`config.mk`:
```
export PLATFORM = sky130hd
export DESIGN_NAME = uart_rx
export DESIGN_NICKNAME = d
export VERILOG_FILES = /design/src/rtl/uart_rx.sv
export SDC_FILE = /design/constraint.sdc
export NUM_CORES = 1
export LEC_CHECK = 0
export CAP_MARGIN = 20
export CORE_ASPECT_RATIO = 1.2
export CORE_MARGIN = 4
export CORE_UTILIZATION = 24
export DETAILED_ROUTE_END_ITERATION = 8
export GPL_TIMING_DRIVEN = 0
export PLACE_DENSITY_LB_ADDON = 0.25
export SLEW_MARGIN = 20
export SYNTH_ARGS = -nofsm -noshare
export SYNTH_HDL_FRONTEND = slang
export SYNTH_SLANG_ARGS = --single-unit
export TNS_END_PERCENT = 10
```
`constraint.sdc`:
```
create_clock -name sclk -period 5.5 [get_ports sclk]
set_input_delay 1.1 -clock sclk [delete_from_list [all_inputs] [get_ports sclk]]
set_output_delay 1.1 -clock sclk [all_outputs]
set_load 0.01 [all_outputs]
```
`src/rtl/uart_rx.sv`:
```
// uart_rx: 8N1 UART receiver with 3-flop input synchronizer and mid-bit sampling.
// Ports: sclk (clock), srst (async active-low reset), rs232_rx (serial line, idle high),
//        rx_data (last good byte), po_flag (rx_data updated pulse),
//        frame_err (bad stop bit pulse), parity_err (parity mismatch pulse),
//        rx_busy (frame in progress).
// Option: define UART_RX_PARITY_EN to add one even-parity bit between data and stop.
module uart_rx #(
    parameter int BAUD_CNT_MAX = 5207
) (
    input  logic       sclk,
    input  logic       srst,
    input  logic       rs232_rx,
    output logic [7:0] rx_data,
    output logic       po_flag,
    output logic       frame_err,
    output logic       parity_err,
    output logic       rx_busy
);

    localparam logic [12:0] CNT_MAX  = 13'(BAUD_CNT_MAX);
    localparam logic [12:0] CNT_HALF = 13'(BAUD_CNT_MAX / 2);

`ifdef UART_RX_PARITY_EN
    typedef enum logic [2:0] {
        IDLE   = 3'd0,
        START  = 3'd1,
        DATA   = 3'd2,
        PARITY = 3'd3,
        STOP   = 3'd4
    } state_t;
`else
    typedef enum logic [2:0] {
        IDLE   = 3'd0,
        START  = 3'd1,
        DATA   = 3'd2,
        STOP   = 3'd4
    } state_t;
`endif

    state_t      state;
    state_t      state_nxt;
    logic        s1;
    logic        s2;
    logic        s3;
    logic [12:0] baud_cnt;
    logic [2:0]  bit_cnt;
    logic [7:0]  shreg;
    logic        start_edge;
    logic        sample;
`ifdef UART_RX_PARITY_EN
    logic        par_bit;
`endif

    // s1 may go metastable; s2/s3 are clean, and s3 is the sampled line.
    always_ff @(posedge sclk or negedge srst) begin
        if (!srst) begin
            s1 <= 1'b1;
            s2 <= 1'b1;
            s3 <= 1'b1;
        end else begin
            s1 <= rs232_rx;
            s2 <= s1;
            s3 <= s2;
        end
    end

    assign start_edge = !s2 && s3;

    // Guarded by state so a tiny BAUD_CNT_MAX (half == 0) cannot fire in IDLE.
    assign sample = (state != IDLE) && (baud_cnt == CNT_HALF);

    always_ff @(posedge sclk or negedge srst) begin
        if (!srst) begin
            state   <= IDLE;
            rx_busy <= 1'b0;
        end else begin
            state   <= state_nxt;
            rx_busy <= (state_nxt != IDLE);
        end
    end

    always_comb begin
        state_nxt = state;
        unique case (state)
            IDLE: begin
                if (start_edge)
                    state_nxt = START;
            end
            START: begin
                if (sample)
                    state_nxt = s3 ? IDLE : DATA;
            end
            DATA: begin
                if (sample && bit_cnt == 3'd7) begin
`ifdef UART_RX_PARITY_EN
                    state_nxt = PARITY;
`else
                    state_nxt = STOP;
`endif
                end
            end
`ifdef UART_RX_PARITY_EN
            PARITY: begin
                if (sample)
                    state_nxt = STOP;
            end
`endif
            STOP: begin
                // Leave right after the stop sample so a start edge half a
                // bit later is already seen in IDLE.
                if (sample)
                    state_nxt = IDLE;
            end
            default: state_nxt = IDLE;
        endcase
    end

    always_ff @(posedge sclk or negedge srst) begin
        if (!srst) begin
            baud_cnt   <= '0;
            bit_cnt    <= '0;
            shreg      <= '0;
            rx_data    <= 8'h00;
            po_flag    <= 1'b0;
            frame_err  <= 1'b0;
            parity_err <= 1'b0;
`ifdef UART_RX_PARITY_EN
            par_bit    <= 1'b0;
`endif
        end else begin
            po_flag    <= 1'b0;
            frame_err  <= 1'b0;
            parity_err <= 1'b0;

            // Held at zero in IDLE, so entering START always starts a fresh period.
            if (state == IDLE)
                baud_cnt <= '0;
            else if (baud_cnt == CNT_MAX)
                baud_cnt <= '0;
            else
                baud_cnt <= baud_cnt + 13'd1;

            if (state == START && sample)
                bit_cnt <= '0;

            if (state == DATA && sample) begin
                shreg   <= {s3, shreg[7:1]};
                bit_cnt <= bit_cnt + 3'd1;
            end

`ifdef UART_RX_PARITY_EN
            if (state == PARITY && sample)
                par_bit <= s3;
`endif

            if (state == STOP && sample) begin
                if (s3) begin
                    rx_data <= shreg;
                    po_flag <= 1'b1;
`ifdef UART_RX_PARITY_EN
                    // Even parity: parity bit must equal XOR of the data bits.
                    parity_err <= (par_bit != ^shreg);
`endif
                end else begin
                    frame_err <= 1'b1;
                end
            end
        end
    end

endmodule

```
==> results.py <==
metrics = {
    "status": {
        "status": "completed",
    },
    "cts": {
        "cts_root_buf": "clkbuf_8",
        "cts_made_buffers": 5,
        "htreeDepth": 2,
        "clkSinkCount": 41,
        "cts_setup_buffers": 0,
        "clkTransAtPathRegs_ps": 80,
        "cts_tree": "yes",
        "worstSkewPairLatency_ps": 290,
        "cts_buffer_depth": 2,
        "hold_buffers": 0,
        "cts-resized-gates": 0,
    },
    "sta": {
        "tns_ps": 0,
        "setup_viol": 0,
        "skew_ps": 4.13,
        "fmax_mhz": 423,
        "fin_crit_ps": 2360,
        "slew_violations": 0,
        "hold_violations": 0,
        "rsz0062_at_grt": "false",
        "finalCritPeriodShare_pct": 43.0,
        "whs_ps": 360,
    },
    "synth": {
        "synth_area_sq_um": 1830,
        "yosysTopAreaCell": "dfrtp_1",
        "ys_types": 39,
        "synth_most_common_cell": "dfrtp_1",
        "synthTopCellsByArea": "dfrtp_1 52%, mux2_2 10%, xor2_1 5.3%, dfstp_2 4.3%, nor2_1 3.3%",
        "yosys_register_bits": 41,
        "async_flop_share_pct": 100,
        "synth-edff-count": 0,
        "synth_ff_type": "dfrtp_1",
        "synth_top_area_share_pct": 51.9,
        "synth_commonest_cells": "38 x dfrtp_1, 17 x mux2_2, 16 x nor2_1, 11 x xor2_1",
        "syn_inst": 148,
        "synth_seq_area_share_pct": 56.2,
        "syn_area_per_cell_sq_um": 12.4,
        "ys_warn_count": 0,
        "syn_nets": 154,
    },
    "route": {
        "via_per_inst": 4.49,
        "routed_wl_mm": 3.27,
        "drc": 0,
        "ant_nets": 0,
        "drt-pass1-iter-count": 3,
        "avgRoutedWirePerCell_um": 12.6,
        "drt_iter0_drc": 48,
        "vias": 1168,
    },
    "place": {
        "gp_congestion": 0.739,
        "dpl.hpwl_mm": 2.30,
        "port_buffers": 13,
    },
    "hold_path": {
        "hold_path.class": "reg -> reg",
    },
    "setup_path": {
        "cp.arrival_ps": 2540,
        "endpoint_kind": "flip-flop",
        "critPathLaunchType": "flip-flop",
        "worst_ep_required_time_ps": 5680,
        "crit_type": "reg -> reg",
        "cp_max_fo": 10,
    },
    "run": {
        "maxCapViolations": 0,
    },
    "floorplan": {
        "initial_utilization_pct": 24.9,
        "dieArea_sq_um": 9100,
        "chipWidth_um": 87.8,
        "ios": 15,
        "core_sq_um": 7360,
        "die_y_um": 104,
        "rows": 34,
    },
    "finish": {
        "final_core_util_pct": 30.2,
        "nNetsFinal": 175,
        "antenna_cells": 0,
        "drive_above_1_share_pct": 23.5,
        "syn_to_final_growth_pct": 21.4,
    },
    "power_and_ir_drop": {
        "ir_drop_mv": 0.122,
        "p_per_area_nw_per_um2": 321,
        "p_leak_uw": 0.00103,
    },
    "global_route": {
        "groute.usage.overall_pct": 8.22,
        "grt_pass1_vias": 1213,
        "gr-total-overflow": 0,
        "grt_max_degree": 29,
        "antenna_found_initial": 0,
        "grt_pass1_wl_mm": 5.90,
    },
}
power breakdown:
part | internal (uW) | switching [uW] | total (uW)
clock | 180 | 108 | 288
sequential | 322 | 20.6 | 343
combinational | 35.1 | 48.2 | 83.3
final cells by class:
cell class              count  area, sq um
well taps                  90          113
clock buffers               5         68.8
clock inverters             3         65.1
plain buffers               7         35.0
flip-flops and latches     41         1030
multi-input cells          98          759
inverters                   2         7.51
repair buffers             14          145
fillers                   765         5140
state kept, by name, indices dropped and copies added, names as in the netlist:
signal and flops:
shreg 8, s1 1, rx_busy 1, s2 1, rx_data 8, s3 1, bit_cnt 3, baud_cnt 13
state 3, frame_err 1, po_flag 1
cell usage in the layout (no fill, tap or decap), types with 3 or more instances in the layout:
master           synthesis  routed
nand3_1                  5       5
ha_1                     3       3
nand2b_1                 3       3
nand4_1                  4       4
nor2_1                  16      16
nand2_1                  5       5
dfrtp_1                 38      38
clkbuf_1                 4       4
and4_1                   4       4
mux2_2                  17      17
xor2_1                  11      11
clkbuf_8                 0       5
and2_1                   3       3
dfstp_2                  3       3
clkdlybuf4s50_1          0      12
worst max-delay path, cell delays in order, from the launching register on:
cell and delay [ps]:
dfrtp_1 360, ha_1 320, or3b_2 520, or4b_1 490
o21ai_1 230, buf_2 270, nor2_1 70
worst paths after layout:
| path | from | endpoint | slack [ps] | depth (start not counted) |
|---|---|---|---|---|
| max in group asynchronous | srst | rx_data[0] | 4340 | 2 |
| min in group asynchronous | srst | baud_cnt[1] | 700 | 1 |
| worst min-delay path | s1 | s2 | 360 | 0 |
| worst max register to register | baud_cnt[0] | baud_cnt[10] | 3140 | 6 |
| worst min register to register | s1 | s2 | 360 | 0 |
| worst max-delay path | baud_cnt[0] | baud_cnt[10] | 3140 | 6 |
cells by family (layout without fill, tap and decap cells):
| kind of cell | after synthesis | count (layout) | share of synthesized area [%] |
|---|---|---|---|
| and+or+nand+nor | 55 | 55 | 19.2 |
| AOI/OAI and AO/OA | 11 | 11 | 4.30 |
| DFF | 41 | 41 | 56.2 |
| muxes | 17 | 17 | 10.5 |
| xor gates and xnor gates | 11 | 11 | 5.26 |
| adders and majority gates | 3 | 3 | 2.05 |
| other | 1 | 1 | 0.205 |
| buffers and inverters | 9 | 31 | 2.32 |
through the flow:
stage                     instance area [sq um]  worst slack [ps]  power [uW]  std cells
after detailed placement                   2090              3080         436        252
after global routing                       2220              2910         754        260
after floorplan                            1830              3390         405        148
after CTS                                  2220              3070         732        260
final                                      2220              3140         714        260
after global placement                     2070              2170         434        251
metal layers:
metal	routed length, um	global-route usage, %	up-vias
met5	0	0	-
met4	48	3.29	0
met3	119	2.62	4
met2	1570	12.6	16
met1	1530	10.6	585
li1	-	-	563
Note: power is estimated with default switching activity, not from simulation.
